File: src/rtl/tag_debug_pkg.sv
// Shared definitions for the tag debug probe logic: scanner state encoding and
// the fixed probe slot assignments used at the tag top level.
package tag_debug_pkg;

    typedef enum logic {
        LIVE   = 1'b0,
        FROZEN = 1'b1
    } state_t;

    localparam int PRB_PACKET_COMPLETE = 0;
    localparam int PRB_CMD_COMPLETE    = 1;
    localparam int PRB_HANDLEMATCH     = 2;
    localparam int PRB_DOCRC           = 3;
    localparam int PRB_RX_EN           = 4;
    localparam int PRB_TX_EN           = 5;
    localparam int PRB_BITOUT          = 6;
    localparam int PRB_BITCLK          = 7;
    localparam int PRB_RNGBITIN        = 8;
    localparam int PRB_RX_OVERFLOW     = 9;
    localparam int PRB_TX_DONE         = 10;
    localparam int PRB_TXSETUPDONE     = 11;

endpackage

File: src/rtl/sync_edge_det.sv
// Synchronises an asynchronous strobe into clk and emits a one-cycle registered
// pulse per rising edge; high phases shorter than two clk periods are rejected.
module sync_edge_det #(
    parameter int STAGES = 2
) (
    input  logic clk,
    input  logic reset,
    input  logic async_in,
    output logic pulse
);

    logic [STAGES-1:0] sync_q;
    logic              edge_q;

    // NOTE: state registers use non-blocking assignments so every flop samples
    // pre-edge values regardless of statement order.
    always_ff @(posedge clk) begin
        if (reset) begin
            sync_q <= '0;
            edge_q <= 1'b0;
            pulse  <= 1'b0;
        end else begin
            sync_q <= {sync_q[STAGES-2:0], async_in};
            edge_q <= sync_q[STAGES-1];
            // Requiring two consecutive high samples filters single-period glitches.
            pulse  <= sync_q[STAGES-1] & sync_q[STAGES-2] & ~edge_q;
        end
    end

endmodule

File: src/rtl/debug_probe_scan.sv
// Serial debug probe scanner: shifts one probe bit out per external debug_clk
// edge, with freeze-frame snapshot, sticky capture and a frame-wrap marker.
module debug_probe_scan
    import tag_debug_pkg::*;
#(
    parameter int NUM_PROBES  = 16,
    parameter int ADDR_W      = 4,
    parameter int SYNC_STAGES = 2
) (
    input  logic                  clk,
    input  logic                  reset,
    input  logic [NUM_PROBES-1:0] probes,
    input  logic                  debug_clk,
    input  logic                  debug_latch,
    input  logic                  sticky_en,
    output logic                  debug_out,
    output logic [ADDR_W-1:0]     debug_addr,
    output logic                  debug_frame
);

    localparam logic [ADDR_W-1:0] LAST_ADDR = ADDR_W'(NUM_PROBES - 1);

    logic                  adv;
    logic                  wrap;
    state_t                state, state_n;
    logic [NUM_PROBES-1:0] snap, snap_n;
    logic [ADDR_W-1:0]     addr_n;
    logic                  out_n;
    logic                  frame_n;

    sync_edge_det #(
        .STAGES   (SYNC_STAGES)
    ) u_sync_edge_det (
        .clk      (clk),
        .reset    (reset),
        .async_in (debug_clk),
        .pulse    (adv)
    );

    assign wrap = adv && (debug_addr == LAST_ADDR);

    always_ff @(posedge clk) begin
        if (reset) begin
            state       <= LIVE;
            snap        <= '0;
            debug_addr  <= '0;
            debug_out   <= 1'b0;
            debug_frame <= 1'b0;
        end else begin
            state       <= state_n;
            snap        <= snap_n;
            debug_addr  <= addr_n;
            debug_out   <= out_n;
            debug_frame <= frame_n;
        end
    end

    // NOTE: every output of this block gets a default first so no path leaves
    // a variable unassigned, which would otherwise infer a latch.
    always_comb begin
        state_n = state;
        snap_n  = snap;
        addr_n  = debug_addr;
        frame_n = 1'b0;

        // Explicit match keeps the select in range when 2^ADDR_W > NUM_PROBES.
        out_n = 1'b0;
        for (int i = 0; i < NUM_PROBES; i++) begin
            if (debug_addr == ADDR_W'(i)) out_n = snap[i];
        end

        case (state)
            LIVE: begin
                snap_n = sticky_en ? (snap | probes) : probes;
                if (debug_latch) begin
                    state_n = FROZEN;
                    addr_n  = '0;
                    snap_n  = snap;
                end else if (wrap) begin
                    addr_n  = '0;
                    frame_n = 1'b1;
                    snap_n  = probes;
                end else if (adv) begin
                    addr_n  = debug_addr + ADDR_W'(1);
                end
            end
            FROZEN: begin
                if (wrap) begin
                    state_n = LIVE;
                    addr_n  = '0;
                    frame_n = 1'b1;
                    snap_n  = probes;
                end else if (adv) begin
                    addr_n  = debug_addr + ADDR_W'(1);
                end
            end
            default: state_n = LIVE;
        endcase
    end

endmodule
File: config.mk
export PLATFORM = sky130hd
export DESIGN_NAME = debug_probe_scan
export DESIGN_NICKNAME = d
export VERILOG_FILES = /design/src/rtl/tag_debug_pkg.sv /design/src/rtl/sync_edge_det.sv /design/src/rtl/debug_probe_scan.sv
export SDC_FILE = /design/constraint.sdc
export NUM_CORES = 1
export LEC_CHECK = 0
export ABC_CLOCK_PERIOD_IN_PS = 5590
export CAP_MARGIN = 10
export CORE_ASPECT_RATIO = 0.8
export CORE_MARGIN = 2
export CORE_UTILIZATION = 45
export CTS_CLUSTER_DIAMETER = 200
export DETAILED_ROUTE_END_ITERATION = 6
export PLACE_DENSITY = 0.76
export SLEW_MARGIN = 30
export SYNTH_ARGS = -nofsm -noshare
export SYNTH_HDL_FRONTEND = slang
export SYNTH_HIERARCHICAL = 1
export SYNTH_SLANG_ARGS = --single-unit
File: constraint.sdc
create_clock -name clk -period 5.59 [get_ports clk]
set_clock_uncertainty 0.05 [all_clocks]
set_input_delay 0.559 -clock clk [delete_from_list [all_inputs] [get_ports clk]]
set_output_delay 0.559 -clock clk [all_outputs]
set_load 0.05 [all_outputs]
== Word-level counts from Yosys, hierarchy flattened ==
Cells that the tools add are included.

* Register bits after elaboration: 27
* Input bits: 21
* Output and inout bits: 6
* Logic and storage cells: 65

* $add $sub $neg: 1
* Eq/ne operators: 17
* Muxes and demuxes: 31
* Bitwise operators: 5
* Reduce and logical (&&, ||, !) cells: 3

{| class="wikitable"
|+ Operator list
! operator !! number
|-
| two-way mux 16 bit || 4
|-
| == test 4 bit, second input constant || 8
|-
| one-hot mux 16 bit (2 select lines) || 1
|-
| two-way mux 1 bit || 20
|-
| == test 4 x 3 -> 1 bit, second input constant || 4
|-
| bitwise OR 16 bit || 1
|-
| two-way mux 4 bit || 3
|-
| == test 4 x 2 -> 1 bit, second input constant || 2
|-
| one-hot mux 4 bit (2 select lines) || 1
|-
| adder 4 x 1 -> 4 bit, second input constant || 1
|-
| == test 4 x 1 -> 1 bit, second input constant || 1
|-
| zero test 4 bit || 1
|-
| inequality test 2 bit, second input constant || 2
|-
| one-hot mux 1 bit (2 select lines) || 2
|-
| AND 1 bit || 2
|-
| inverter 1 bit || 2
|-
| AND reduction 2 bit || 1
|-
| logical AND 1 bit || 1
|}

== Logic depth before layout (Yosys ltp) ==
* Word-level depth: 17
* Depth in mapped cells: 8
* Gate-level depth less buffers: 7

== Cells and area by module ==
The synthesis kept the hierarchy.

{| class="wikitable"
|+ Modules (own cells, without submodules)
! module !! times used !! cells an instance !! area each (sq um) !! seq. area each (sq um)
|-
| debug_probe_scan || 1 || 119 || 1094.8 || 460.4
|-
| sync_edge_det || 1 || 8 || 118.9 || 80.1
|}

== Least setup slack after synthesis ==
OpenSTA, ideal clock, no wires.

* Path kind: register to register
* Start: reg debug_addr[0]
* End: reg debug_out
* Library setup time: 123 ps
* Arrival: 2046 ps
* Data required time: 5417 ps
* Path slack: 3371 ps
* Stages on the path, launching flop included: 9
* Path buffers: 1
* Clock period less this slack: 2219 ps
* Cell sequence: dfxtp_1 inv_1 ha_1 buf_2 or4b_1 a21oi_1 nor3b_1 a31oi_1 a211oi_1

* Word-level cells in the longest chain between the ends: 17
* Elaborated cells on any way between the ends: 32
* Classes of those cells: 15 x eq/ne; 16 x mux; 1 x reduce/logical

{| class="wikitable"
|+ Ends and longest elaborated chain
! item !! line !! source
|-
| from (decl) || debug_probe_scan.sv:17 || <nowiki>output logic [ADDR_W-1:0] debug_addr,</nowiki>
|-
| from (signal assigned) || debug_probe_scan.sv:52 || <nowiki>debug_addr <= addr_n;</nowiki>
|-
| zero test 4 bit || debug_probe_scan.sv:69 || <nowiki>if (debug_addr == ADDR_W'(i)) out_n = snap[i];</nowiki>
|-
| two-way mux 1 bit (15 in a row) || debug_probe_scan.sv:69 ||
|-
| two-way mux 1 bit (*) || debug_probe_scan.sv:69 ||
|-
| to (signal assigned) || debug_probe_scan.sv:53 || <nowiki>debug_out <= out_n;</nowiki>
|-
| to (decl) || debug_probe_scan.sv:16 || <nowiki>output logic debug_out,</nowiki>
|}

Every way passes the cells marked *; elsewhere a longest branch is shown, timed or not.
A chain may end at the register's enable or synchronous reset.

== Worst setup path after layout ==
* Start: reg debug_addr[2]
* End: out debug_addr[2]

No word-level cell between the ends.

==> results.yml <==
yosys:
  postSynthRegisterBits: 27
  synthesis.area_mm2: 0.00121
  yosysSeqAreaShare_pct: 44.5
  synth-warning-count: 6
  synth_fp_nets: 152
  synth_cells: 127
  ys_types: 33
  post_synth.cell_area_avg_um2: 9.56
finish:
  flow.area_growth_from_synthesis_pct: 21.0
  post_route_cells_drive_above_1_share_pct: 6.71
  regArea_um2: 541
  antennaDiodeCount: 0
  multi_input_comb_area_um2: 582
  fillCellCount: 242
  final_core_util_pct: 58.7
  nNetsFinal: 175
pwr:
  p_clk_share_pct: 23.8
  sequential_power_share_pct: 61.4
  p_per_cell_area_mw_per_mm2: 234
  max-vdd-ir-drop_mv: 0.118
  internal_power_uw: 260
  switching_power_uw: 84.1
  switching_share_pct: 24.5
  combPwrFrac_pct: 14.8
  cellLeakagePower_nw: 0.557
clocking:
  tritoncts.num_buffers: 3
  cts_setup_buffers: 0
  ctsHtreeMaxLevel: 1
  clockRootBuffer: "clkbuf_4"
  cts_repair_resize_count: 0
  clkLatencyLatePin_ns: 0.32
  cts.sink_count: 27
  cts_hold_buffers: 0
  clockBufferDepth: 2
  clk_pin_slew_ns: 0.13
  cts_tree: "built"
worst_setup_path:
  cp_max_fo: 11
  regToRegSetupSlack_ns: 3.33
  critical_path.top_delay_family: "buffers and inverters"
  critical_path.n_buffers_inverters: 1
  critical_path_class: "reg2out"
  path_depth: 1
  critical_path.max_stage_delay_ns: 0.90
  r2r_cells: 6
  worst_path_cell_chain: "clkdlybuf4s50_1"
  critical_path.reg2reg.endpoint: "snap[14]"
  required_ns: 4.98
  timing.critical_path.from_type: "register"
  cp-end-kind: "output port"
  crit_path_start: "debug_addr[2]"
  slowest_stage: "clkdlybuf4s50_1"
  cp_data_arrival_time_ns: 1.86
  endpoint: "debug_addr[2]"
  worst_reg2reg_path_startpoint: "debug_addr[0]"
status:
  status: "finished clean"
timing:
  timing.max_slew.rel_slack_pct: 43.8
  timing.final.max_slew_violations: 0
  finalHoldWorstSlack_ns: 0.440
  final.period_utilization_pct: 44.2
  tightestPinTransition_ns: 0.840
  postLayoutSetupSlackWorst_ns: 3.12
  fin_tns_setup_ns: 0
  fmax_mhz: 404
  timing.final.hold_violations: 0
  timing.final.setup_violations: 0
  post-route-min-period_ns: 2.47
  rsz0062_at_grt: "false"
placed_design:
  gp_congestion: 0.816
  detailed_place_hpwl_mm: 1.80
  dpl_worst_slack_ns: 3.29
  port_buffers: 26
floorplan:
  coreArea_mm2: 0.00250
  floorplan.die.height_um: 50.5
  start_util_pct: 48.5
  placement_rows: 16
  die_area_mm2: 0.00313
  top_level_ports: 27
  width_of_the_die_um: 62.1
detailed_routing:
  drtIter0Drc: 61
  wirelength_mm: 2.48
  via_count: 970
  drc: 0
  firstDrtPassIters: 4
  avgViaCountPerCell: 5.24
  post_drt_wl_per_cell_um: 13.4
  detail-route-antenna-nets: 0
grt:
  overflow_left_after_global_routing: 0
  grtUsageMet1_pct: 24.2
  met2_usage_pct: 28.5
  gr-usage-all-layers_pct: 18.4
  antenna_violations_before_repair: 0
  largest_net_degree_at_the_start_of_global_routing: 26
  grt_peak_use_layer: "met2"
  wire_length_of_the_first_global_routing_pass_mm: 4.24
  grt_util_met3_pct: 6.44
  via_count_of_the_first_global_routing_pass: 913
run:
  maxCapViolCount: 0
worst_hold_path:
  min_path_cells: 1
  timing.hold.worst.class: "reg2reg"
-- worst min-delay path by stage --
| stage | from | end |
|---|---|---|
| global placement | u_sync_edge_det/sync_q[1] | u_sync_edge_det/edge_q |
| CTS | u_sync_edge_det/sync_q[1] | u_sync_edge_det/edge_q |
| global route | u_sync_edge_det/sync_q[1] | u_sync_edge_det/edge_q |
| floorplan | u_sync_edge_det/sync_q[0] | u_sync_edge_det/sync_q[1] |
| detailed placement | u_sync_edge_det/sync_q[1] | u_sync_edge_det/edge_q |
| finish | u_sync_edge_det/sync_q[1] | u_sync_edge_det/edge_q |
-- placed cells by master (no fill, tap or decap), types with 2 or more instances in the layout --
| cell type | Yosys | final |
|---|---|---|
| o21ai_0 | 4 | 4 |
| nor2_1 | 22 | 22 |
| and2b_2 | 3 | 3 |
| ha_1 | 4 | 4 |
| clkdlybuf4s50_1 | 0 | 26 |
| a22oi_1 | 16 | 16 |
| a211oi_1 | 2 | 2 |
| a21oi_1 | 6 | 6 |
| dfxtp_1 | 27 | 27 |
| xor2_1 | 2 | 2 |
| clkbuf_4 | 0 | 3 |
| inv_1 | 4 | 4 |
| nand2b_1 | 2 | 2 |
| nand2_1 | 7 | 7 |
| nor3_1 | 3 | 3 |
| mux2i_1 | 2 | 2 |
-- power by group through the flow --
stage | Combinational (mW) | Sequential, mW | Clock (mW)
CTS | 0.0508 | 0.211 | 0.0861
global placement | 0.0489 | 0.215 | 0
global route | 0.0573 | 0.213 | 0.0973
floorplan | 0.0323 | 0.214 | 0
finish | 0.0509 | 0.211 | 0.0818
detailed placement | 0.0507 | 0.215 | 0
-- cell families (layout without fill, tap and decap cells) --
logic type / after synthesis / in the layout / synth area share [%]
multiplexers: 2 / 2 / 1.65
XOR/XNOR: 3 / 3 / 2.17
flip-flops: 27 / 27 / 44.5
buffers and inverters: 12 / 34 / 7.53
adder cells (fa/ha/maj): 4 / 4 / 4.12
AND/OR/NAND/NOR: 46 / 46 / 20.6
AO/OA/AOI/OAI: 33 / 33 / 19.4
-- synth_stat cells --
| cell type | n | area share (%) |
|---|---|---|
| a211o_1 | 1 | 0.72 |
| a211oi_1 | 2 | 1.2 |
| a21oi_1 | 6 | 2.5 |
| a21oi_4 | 1 | 1.3 |
| a221o_1 | 1 | 0.82 |
| a221oi_1 | 1 | 0.72 |
| a22oi_1 | 16 | 9.9 |
| a31oi_1 | 1 | 0.52 |
| and2b_1 | 1 | 0.62 |
| and2b_2 | 3 | 2.2 |
| and4bb_2 | 1 | 1.0 |
| buf_2 | 3 | 1.2 |
| buf_6 | 1 | 0.93 |
| clkbuf_8 | 3 | 3.4 |
| dfxtp_1 | 27 | 45 |
| dlygate4sd1_1 | 1 | 0.72 |
| ha_1 | 4 | 4.1 |
| inv_1 | 4 | 1.2 |
| mux2i_1 | 2 | 1.6 |
| nand2_1 | 7 | 2.2 |
| nand2_4 | 1 | 0.93 |
| nand2b_1 | 2 | 1.0 |
| nand3_1 | 1 | 0.41 |
| nand4_1 | 1 | 0.52 |
| nand4_4 | 1 | 1.8 |
| nor2_1 | 22 | 6.8 |
| nor2b_1 | 1 | 0.52 |
| nor3_1 | 3 | 1.2 |
| nor3b_1 | 1 | 0.62 |
| o21ai_0 | 4 | 1.6 |
| or4b_1 | 1 | 0.82 |
| xnor2_1 | 1 | 0.72 |
| xor2_1 | 2 | 1.4 |
-- flip-flops by register name, summed over array words and instances (netlist names) --
register / flops
debug_out: 1
u_sync_edge_det/pulse: 1
debug_frame: 1
debug_addr: 4
u_sync_edge_det/edge_q: 1
state: 1
u_sync_edge_det/sync_q: 2
snap: 16
-- stage by stage --
stage | cell area, um2 | instances | total power, mW
3_3_place_gp | 1440 | 181 | 0.264
2_1_floorplan | 1210 | 127 | 0.247
4_1_cts | 1470 | 185 | 0.348
5_1_grt | 1470 | 185 | 0.367
3_5_place_dp | 1440 | 181 | 0.266
6_report | 1470 | 185 | 0.344
-- cell type report --
class                      instances  area share (%)
multi-input combinational         88            39.6
inverter                           4            1.02
clock buffer                       4            1.79
timing repair buffer              26            17.7
sequential                        27            36.8
tap                               36            3.07
-- metal layers --
layer	up-vias	wire, um
met4	0	13
met5	-	0
met3	2	165
met2	29	1180
li1	489	-
met1	450	1120
Note: power is estimated with default switching activity, not from simulation.
